## src/rtl/instruction_fetch_queue.sv

```systemverilog
// instruction_fetch_queue
//   Fetch front end feeding instruction_decoder. Issues sequential word fetches
//   to instruction memory with one request outstanding at a time. Returned words
//   and their PCs are buffered in a DEPTH-entry FIFO, and the FIFO head is
//   presented to the decoder. Control-flow redirects flush the queue. A request
//   that is still in flight when a redirect arrives is drained and its data is
//   discarded. A misaligned redirect target halts fetch and raises a fault.
//
// Ports
//   clk, n_rst            clock; asynchronous active-low reset
//   redirect, redirect_pc single-cycle redirect pulse and its target PC
//   mem_req, mem_addr     fetch request and word address (driven from registers)
//   mem_ack, mem_rdata    request accepted; returned word valid in the same cycle
//   instruction, inst_pc  FIFO head word and its PC (registered)
//   n_irdy                active-low: head entry valid
//   n_stall               active-low stall; 1 = decoder takes the head this edge
//   n_fetch_fault         active-low: misaligned redirect target, fetch halted
//   fetch_state           debug view of the fetch FSM (0 IDLE, 1 FETCH, 2 DRAIN, 3 FAULT)
//
// Handshakes
//   Memory: a request transfers on any edge with mem_req=1 and mem_ack=1.
//   mem_addr is held stable while mem_req=1 and mem_ack=0.
//   Decoder: the head transfers on any edge with n_irdy=0 and n_stall=1.
//   instruction and inst_pc are held stable while n_irdy=0 and n_stall=0.
module instruction_fetch_queue #(
  parameter int          DEPTH    = 4,
  parameter logic [31:0] RESET_PC = 32'h0000_0000
) (
  input  logic        clk,
  input  logic        n_rst,
  input  logic        redirect,
  input  logic [31:0] redirect_pc,
  output logic        mem_req,
  output logic [31:0] mem_addr,
  input  logic        mem_ack,
  input  logic [31:0] mem_rdata,
  output logic [31:0] instruction,
  output logic [31:0] inst_pc,
  output logic        n_irdy,
  input  logic        n_stall,
  output logic        n_fetch_fault,
  output logic [1:0]  fetch_state
);

  localparam int PW = (DEPTH > 1) ? $clog2(DEPTH) : 1;
  localparam int CW = PW + 1;

  typedef enum logic [1:0] {
    IDLE  = 2'd0,
    FETCH = 2'd1,
    DRAIN = 2'd2,
    FAULT = 2'd3
  } state_t;

  state_t        state, state_next;
  logic [31:0]   fetch_pc, fetch_pc_next;
  logic [31:0]   pending_pc, pending_pc_next;   // redirect target parked during DRAIN
  logic          fault_pending, fault_pending_next;
  logic [CW-1:0] count, count_next;
  logic [PW-1:0] rd_ptr, rd_ptr_next, wr_ptr, wr_ptr_next;
  logic [31:0]   head_inst, head_inst_next, head_pc, head_pc_next;
  logic [31:0]   inst_mem [DEPTH];
  logic [31:0]   pc_mem   [DEPTH];
  logic          push, pop, misaligned;

  assign misaligned = (redirect_pc[1:0] != 2'b00);
  // A redirect overrides both queue operations in the same cycle.
  assign push = (state == FETCH) && mem_ack && !redirect;
  assign pop  = (count != '0) && n_stall && !redirect;

  // Queue bookkeeping and the next head value.
  always_comb begin
    count_next     = count;
    rd_ptr_next    = rd_ptr;
    wr_ptr_next    = wr_ptr;
    head_inst_next = head_inst;
    head_pc_next   = head_pc;
    if (redirect) begin
      count_next  = '0;
      rd_ptr_next = '0;
      wr_ptr_next = '0;
    end else begin
      count_next  = count + CW'(push) - CW'(pop);
      rd_ptr_next = rd_ptr + PW'(pop);
      wr_ptr_next = wr_ptr + PW'(push);
      // The head register is loaded with the entry that will sit at the read
      // pointer after this edge. That entry can be the word being written now.
      // When the queue goes empty, the head keeps its last value.
      if (count_next != '0) begin
        if (push && (rd_ptr_next == wr_ptr)) begin
          head_inst_next = mem_rdata;
          head_pc_next   = fetch_pc;
        end else begin
          head_inst_next = inst_mem[rd_ptr_next];
          head_pc_next   = pc_mem[rd_ptr_next];
        end
      end
    end
  end

  // Fetch FSM: next state and next fetch PC.
  always_comb begin
    state_next         = state;
    fetch_pc_next      = fetch_pc;
    pending_pc_next    = pending_pc;
    fault_pending_next = fault_pending;
    case (state)
      IDLE: begin
        if (redirect) begin
          state_next = misaligned ? FAULT : FETCH;
          if (!misaligned) fetch_pc_next = redirect_pc;
        end else if (count < CW'(DEPTH)) begin
          state_next = FETCH;
        end
      end
      FETCH: begin
        if (redirect) begin
          if (mem_ack) begin
            // The acked word is stale and is dropped.
            state_next = misaligned ? FAULT : FETCH;
            if (!misaligned) fetch_pc_next = redirect_pc;
          end else begin
            // The request is still open. Keep the old address on the bus until
            // memory takes it.
            state_next         = DRAIN;
            pending_pc_next    = redirect_pc;
            fault_pending_next = misaligned;
          end
        end else if (mem_ack) begin
          fetch_pc_next = fetch_pc + 32'd4;
          state_next    = (count_next < CW'(DEPTH)) ? FETCH : IDLE;
        end
      end
      DRAIN: begin
        if (mem_ack) begin
          fault_pending_next = 1'b0;
          if (redirect) begin
            state_next = misaligned ? FAULT : FETCH;
            if (!misaligned) fetch_pc_next = redirect_pc;
          end else begin
            state_next = fault_pending ? FAULT : FETCH;
            if (!fault_pending) fetch_pc_next = pending_pc;
          end
        end else if (redirect) begin
          // A later redirect replaces the parked target.
          pending_pc_next    = redirect_pc;
          fault_pending_next = misaligned;
        end
      end
      FAULT: begin
        if (redirect && !misaligned) begin
          state_next    = FETCH;
          fetch_pc_next = redirect_pc;
        end
      end
      default: state_next = IDLE;
    endcase
  end

  always_ff @(posedge clk or negedge n_rst) begin
    if (!n_rst) begin
      state         <= IDLE;
      fetch_pc      <= RESET_PC;
      pending_pc    <= RESET_PC;
      fault_pending <= 1'b0;
      count         <= '0;
      rd_ptr        <= '0;
      wr_ptr        <= '0;
      head_inst     <= '0;
      head_pc       <= '0;
    end else begin
      state         <= state_next;
      fetch_pc      <= fetch_pc_next;
      pending_pc    <= pending_pc_next;
      fault_pending <= fault_pending_next;
      count         <= count_next;
      rd_ptr        <= rd_ptr_next;
      wr_ptr        <= wr_ptr_next;
      head_inst     <= head_inst_next;
      head_pc       <= head_pc_next;
    end
  end

  // Storage has no reset. An entry is only read after it has been written.
  always_ff @(posedge clk) begin
    if (push) begin
      inst_mem[wr_ptr] <= mem_rdata;
      pc_mem[wr_ptr]   <= fetch_pc;
    end
  end

  assign mem_req       = (state == FETCH) || (state == DRAIN);
  assign mem_addr      = fetch_pc;
  assign n_irdy        = (count == '0);
  assign n_fetch_fault = (state != FAULT);
  assign instruction   = head_inst;
  assign inst_pc       = head_pc;
  assign fetch_state   = state;

endmodule
```

## config.mk

```make
export PLATFORM = sky130hd
export DESIGN_NAME = instruction_fetch_queue
export DESIGN_NICKNAME = d
export VERILOG_FILES = /design/src/rtl/instruction_fetch_queue.sv
export SDC_FILE = /design/constraint.sdc
export NUM_CORES = 1
export LEC_CHECK = 0
export ABC_AREA = 1
export CORE_MARGIN = 5
export CORE_UTILIZATION = 45
export CTS_CLUSTER_DIAMETER = 30
export DETAILED_ROUTE_END_ITERATION = 12
export DONT_BUFFER_PORTS = 1
export PLACE_DENSITY_LB_ADDON = 0.08
export SYNTH_ARGS = -nofsm -noshare
export SYNTH_HDL_FRONTEND = slang
export SYNTH_SLANG_ARGS = --single-unit
```

## constraint.sdc

```tcl
create_clock -name clk -period 8 [get_ports clk]
set_input_delay 1.6 -clock clk [delete_from_list [all_inputs] [get_ports clk]]
set_output_delay 1.6 -clock clk [all_outputs]
set_load 0.05 [all_outputs]
```

==> impl_results.md, run 1 <==
* Status: completed
* Hold Slack at 0.484 ns
* Cts hold-fix bufs at 0
* Synth top area share at 0.429
* Drt total wl at 52400 um
* Share of layout cells above drive strength 1 at 0.104
* DRT Pass-1 Iters at 5
* DRC viols at 0
* Placed cells at between 2000 and 2500
* Synth top area cells: edfxtp_1 (43%), dfrtp_1 (19%), nand2_1 (12%)
* Die area at between 40000 and 50000 um2
* Proportion of power drawn by combinational gates at 0.219
* Io pins at 170
* Non-Filler Instances at about 2500
* Core ar. at roughly 40000 um2
* Sw frac at 0.401
* Syn avg cell area at 9.51 um2
* Maxcap violations at 0
* Resized cells post-CTS at 0
* Setup Buffers After CTS at 0
* First-pass GRT wire length at 80600 um
* Final TNS setup at 0 ns
* VDD IR max at 0.235 mV
* Top FF cell, synth: edfxtp_1
* Final setup fails at 0
* Synth Net Count at 1961
* Max clock buf depth at 3
* Final Cycle Share at 0.606
* Buffers on Ports at 0
* Via count at about 14000
* Period minus WS final at about 4.9 ns
* Least-Margin Pin Slew at 1.05 ns
* Via density at 5.50
* Achievable Freq at 206 MHz
* Max_slew headroom at 0.301
* Setup crit start: fetch_state[1]
* Total GRT Usage at 0.235
* Row Count at 73
* Post-synth top area cell: edfxtp_1
* Post-synthesis async set-or-reset flop share at 0.350
* CTS Root Cell: clkbuf_16
* GPL Wtd Cong at 0.883
* Power density cells at ~460 nW/um2
* Max Slew Vio Count at 0
* Worst Path Max Fanout at 65
* Top-count cell post-synth: nand2_1
* Worst skew pair latency at about 0.61 ns
* Post-Syn Area at 17900 um2
* Flop-to-flop setup slack at between 3 and 4 ns
* R2R Path End: instruction[7]
* Starting DRT DRC Count at 1123
* Final nets at slightly below 2000
* CP Launch Type: flop
* CTS tree: yes
* Grt ovf at 0
* Total CTS buffers at 94
* Reported net switching power at 4000 uW
* YS warnings at 0
* Initial antenna violation count at 0
* Clk slew on worst S/H paths at 0.04 ns
* WP data required at 8.48 ns
* Clk pwr share at 0.385
* R2r startpoint: fetch_state[1]
* Int Power at 5980 uW
* Vias in the first global route at 13500
* Area Growth Syn to Fin at 20.3%
* Unrepaired setup endpoints after global routing: no
* Cells after Synth at 1883
* Worst Setup EP: instruction[7]
* Seq/Total Area, Yosys at 0.622
* Detail-routed net length per standard cell at 21.0 um
* Initial Util at 0.453
* H-tree levels at 3
* Unique masters post-synth at 43
* DP Wirelength at 30000 um
* Pin count of the biggest net entering global routing at 139
* Min-delay src: pending_pc[14]
* CTS Sinks at 394
* Nature of the critical path endpoint: flop
* Leak at 0.00909 uW
* Synth Register Bits at 394
* Sequential share of power at 0.396
* Die Y at 209 um
* Worst r2r path cells at 17
* Hold Crit Class: reg2reg
* Routed Antenna Nets at 0
* Clock skew at 0.0196 ns
* WP data arrival at 5.33 ns
* Most instantiated cells after synthesis: nand2_1 (573), nand3_1 (418), edfxtp_1 (256)
* Worst setup path class: reg2reg
* Endpoints failing hold at 0
* Number of synthesized flops with an enable pin at 256
* Core Util, Final at 0.545
* Die width at 209 um
-- flip-flops by register name (all words and copies together), names as in the netlist --
register / count
rd_ptr: 2
instruction: 32
pc_mem: 128
mem_addr: 32
count: 3
fault_pending: 1
pending_pc: 32
wr_ptr: 2
fetch_state: 2
inst_mem: 128
inst_pc: 32
-- logic make-up after synthesis --
group / Yosys count / synth area share
simple gates: 1080 / 0.259
flops: 394 / 0.622
buf+inv: 250 / 0.0582
compound gates: 139 / 0.0462
fa+ha+maj: 9 / 0.00671
mux: 7 / 0.00440
xor+xnor: 4 / 0.00280
-- per-layer routing --
layer  wire length, um  global-route usage  vias up  part of all wire
li1                  -                   -     6462                 -
met1             22600               0.310     6712              0.43
met2             24500               0.376      458              0.47
met3              3790              0.0646      105             0.072
met4              1470              0.0835        0             0.028
met5                 0                   0        -                 0
-- worst max-delay path, stage by stage, from the launching register on --
cell     delay [ns]
dfrtp_1        0.68
inv_1          0.19
ha_1           0.27
nand2_1        0.12
nor2_1         0.08
inv_1          0.27
xor2_1         0.20
ha_1           0.16
inv_1          0.04
fa_1           0.37
xnor2_1        0.19
xor2_1         0.16
a31oi_4        0.15
buf_4          0.72
inv_2          0.44
buf_4          0.45
nand2_1        0.13
nand2_1        0.06
-- cell usage in the layout (no fill, tap or decap), types with 4 or more instances in the layout --
cell type,n
clkbuf_8,14
a22oi_1,5
ha_1,8
clkbuf_1,19
nor3_1,4
o22ai_1,14
clkinv_2,15
nand3_1,418
nand2_1,569
mux2_2,7
a21oi_1,20
a211oi_1,4
o211ai_1,8
a221oi_1,6
inv_6,4
clkinvlp_4,10
a32oi_1,4
buf_4,20
bufinv_16,12
dfrtp_1,138
o21ai_0,68
nand4_1,4
nor3_2,5
edfxtp_1,256
nor2_1,64
nand2_4,4
clkbuf_16,94
inv_1,139
-- worst min path at each step --
| stage | end | slack (ns) | cells after the start |
|---|---|---|---|
| after floorplan | pending_pc[2] | 0.45 | 2 |
| after global placement | pending_pc[20] | 0.47 | 2 |
| after detailed placement | pending_pc[18] | 0.47 | 2 |
| after CTS | pending_pc[1] | 0.48 | 2 |
| after global routing | pending_pc[4] | 0.50 | 2 |
| final | pending_pc[14] | 0.48 | 2 |
-- power by group through the flow --
stage,logic (uW),clock network (uW),registers (uW)
6_report,2190,3840,3950
5_1_grt,2470,4010,4000
4_1_cts,2200,3890,3950
3_5_place_dp,2190,0,3990
3_3_place_gp,2160,0,3980
2_1_floorplan,1640,0,3760
-- stage by stage --
step                instance area (um2)  worst slack, ns  power, uW
floorplan                         17900             1.16       5390
global placement                  18300             2.73       6140
detailed placement                18300             2.68       6180
CTS                               21500             3.14      10100
global route                      21500             2.81      10500
finish                            21500             3.15       9970
-- layout make-up --
class	instances	area, um2
Fill cell	3486	18000
Sequential cell	394	11100
Multi-Input combinational cell	1239	5800
Clock buffer	127	2620
Tap cell	525	657
Clock inverter	49	636
Inverter	142	533
Timing Repair Buffer	20	150
Antenna cell	1	2.50
No activity file was read; power rests on OpenSTA's default activity.
==> run 2: changes to the inputs <==
==> constraint.sdc (replaced) <==
create_clock -name clk -period 4.1 [get_ports clk]
set_input_delay 0.82 -clock clk [delete_from_list [all_inputs] [get_ports clk]]
set_output_delay 0.82 -clock clk [all_outputs]
set_load 0.05 [all_outputs]
==> impl_results.md, run 2 (synthesized netlist as in run 1, its figures left out) <==
* Grt ovf at 0 (unchanged)
* Max Slew Vio Count at 0 (unchanged)
* Max clock buf depth at 3 (unchanged)
* Pin count of the biggest net entering global routing at 139 (unchanged)
* VDD IR max at 0.534 mV (+130%)
* DRT Pass-1 Iters at 5 (unchanged)
* Setup Buffers After CTS at 0 (unchanged)
* Worst r2r path cells at 16 (-1)
* Vias in the first global route at 13600 (+0.79%)
* Finished Cell Area at 21700 um2 (+0.57%)
* Max_slew headroom at 0.286 (-0.0154)
* Unrepaired setup endpoints after global routing: no
* Worst setup path class: reg2reg
* Die area at 43900 um2 (unchanged)
* Initial antenna violation count at 0 (unchanged)
* WP data required at 4.63 ns (-3.85 ns)
* Via count at 13700 (-0.59%)
* Achievable Freq at 286 MHz (+39%)
* Endpoints failing hold at 0 (unchanged)
* Final nets at 1985 (+0.81%)
* Starting DRT DRC Count at 891 (-21%)
* Worst Path Max Fanout at 64 (-1.5%)
* Leading cell type in the layout, fill and taps excluded: nand2_1
* Nature of the critical path endpoint: flop
* Crit path cell chain: inv_1, ha_1, nand2_1, nor2_1, inv_1, xor2_1, ha_1, inv_1, fa_1, xnor2_1, xor2_1, a31oi_4, inv_2, buf_12, nand2_1, nand2_1
* Final Cycle Share at 0.854 (+0.247)
* Detail-routed net length per standard cell at 20.7 um (-1.5%)
* CP max-delay cell: fa_1
* Initial Util at 0.453 (unchanged)
* Leak at 0.00915 uW (+0.63%)
* GPL Wtd Cong at 0.895 (+1.3%)
* First-pass GRT wire length at 81100 um (+0.63%)
* Non-Filler Instances at 2508 (+0.44%)
* Largest registers: inst_mem (128), pc_mem (128)
* Io pins at 170 (unchanged)
* Maxcap violations at 0 (unchanged)
* Status: completed
* CP Launch Type: flop
* Die Y at 209 um (unchanged)
* Cts hold-fix bufs at 1 (+1)
* Core ar. at 39500 um2 (unchanged)
* CTS tree: yes
* Row Count at 73 (unchanged)
* Total GRT Usage at 0.235 (+0.000336)
* DP Wirelength at 30100 um (+0.30%)
* Resized cells post-CTS at 0 (unchanged)
* Share of layout cells above drive strength 1 at 0.107 (+0.00391)
* Clock skew at 0.0194 ns (-0.000159 ns)
* Final TNS setup at 0 ns (unchanged)
* CP peak stage delay at 0.38 ns (-0.34 ns)
* # diodes at 0 (-1)
* Total CTS buffers at 91 (-3.2%)
* Die width at 209 um (unchanged)
* Placed cells at 2338 (+0.78%)
* CTS Root Cell: clkbuf_16
* Post-DP Area at 18600 um2 (+1.5%)
* Worst skew pair latency at 0.60 ns (about the same)
* Routed Antenna Nets at 0 (unchanged)
* Power density cells at 890 nW/um2 (+92%)
* Most frequent cells in the layout: nand2_1 (569), nand3_1 (418), edfxtp_1 (256), inv_1 (139), dfrtp_1 (138)
* Buffers on Ports at 0 (unchanged)
* Hold Crit Class: in2async
* Period minus WS final at 3.50 ns (-1.35 ns)
* CTS Sinks at 394 (unchanged)
* Area Growth Syn to Fin at 21.0%
* Drt total wl at 51800 um (-1.0%)
* DRC viols at 0 (unchanged)
* H-tree levels at 3 (unchanged)
* Least-Margin Pin Slew at 1.07 ns (+0.0191 ns)
* Via density at 5.44 (-1.0%)
* Clk slew on worst S/H paths at 0.05 ns (about the same)
* Final setup fails at 0 (unchanged)
* WP data arrival at 4.03 ns (-1.30 ns)
==> run 2: worst paths after layout <==
check,from,endpoint,slack [ns]
worst max-delay path,fetch_state[1],inst_pc[2],0.60
max in group asynchronous,n_rst,inst_pc[9],3.24
worst min-delay path,n_rst,instruction[23],0.20
worst min register to register,pending_pc[10],pending_pc[10],0.48
worst max register to register,fetch_state[1],inst_pc[2],0.60
min in group clk,redirect,wr_ptr[0],0.29
==> run 2: through the flow <==
step / worst slack (ns) / total power [uW] / utilization / hold slack, ns
2_1_floorplan: -0.203 / 10500 / - / 0.453
3_3_place_gp: 0.684 / 12100 / 0.469 / 0.467
3_5_place_dp: 0.559 / 12200 / 0.469 / 0.474
4_1_cts: 0.606 / 19400 / 0.548 / 0.245
5_1_grt: 0.347 / 20300 / 0.548 / 0.264
6_report: 0.599 / 19300 / 0.548 / 0.198
==> run 2: area by class of cell <==
class / count / area, um2
inverters: 142 / 533
well taps: 525 / 657
flip-flops and latches: 394 / 11100
multi-input cells: 1239 / 5820
clock buffers: 105 / 2360
clock inverters: 64 / 714
repair buffers: 39 / 438
fillers: 3520 / 17900
==> run 2: per-layer routing <==
| metal | track usage | vias to the layer above | part of all wire |
|---|---|---|---|
| li1 | - | 6503 | - |
| met1 | 0.315 | 6616 | 0.43 |
| met2 | 0.369 | 438 | 0.47 |
| met3 | 0.0592 | 99 | 0.073 |
| met4 | 0.0965 | 0 | 0.033 |
| met5 | 0 | - | 0 |
==> run 2: where the power goes <==
group	internal [uW]	leakage, uW	switching [uW]	total, uW
clock	4880	0.00148	2280	7160
sequential	5170	0.00404	2320	7490
combinational	1410	0.00363	3210	4630
total	11500	0.00915	7820	19300
==> run 2: critical path, delay by kind of cell, from the launching register on <==
kind                       cells  cell delay (ns)
AOI/OAI and AO/OA              1             0.17
xor gates and xnor gates       3             0.76
adders and majority gates      3             0.76
buffers and inverters          5             0.79
DFF                            1             0.37
and+or+nand+nor                4             0.48
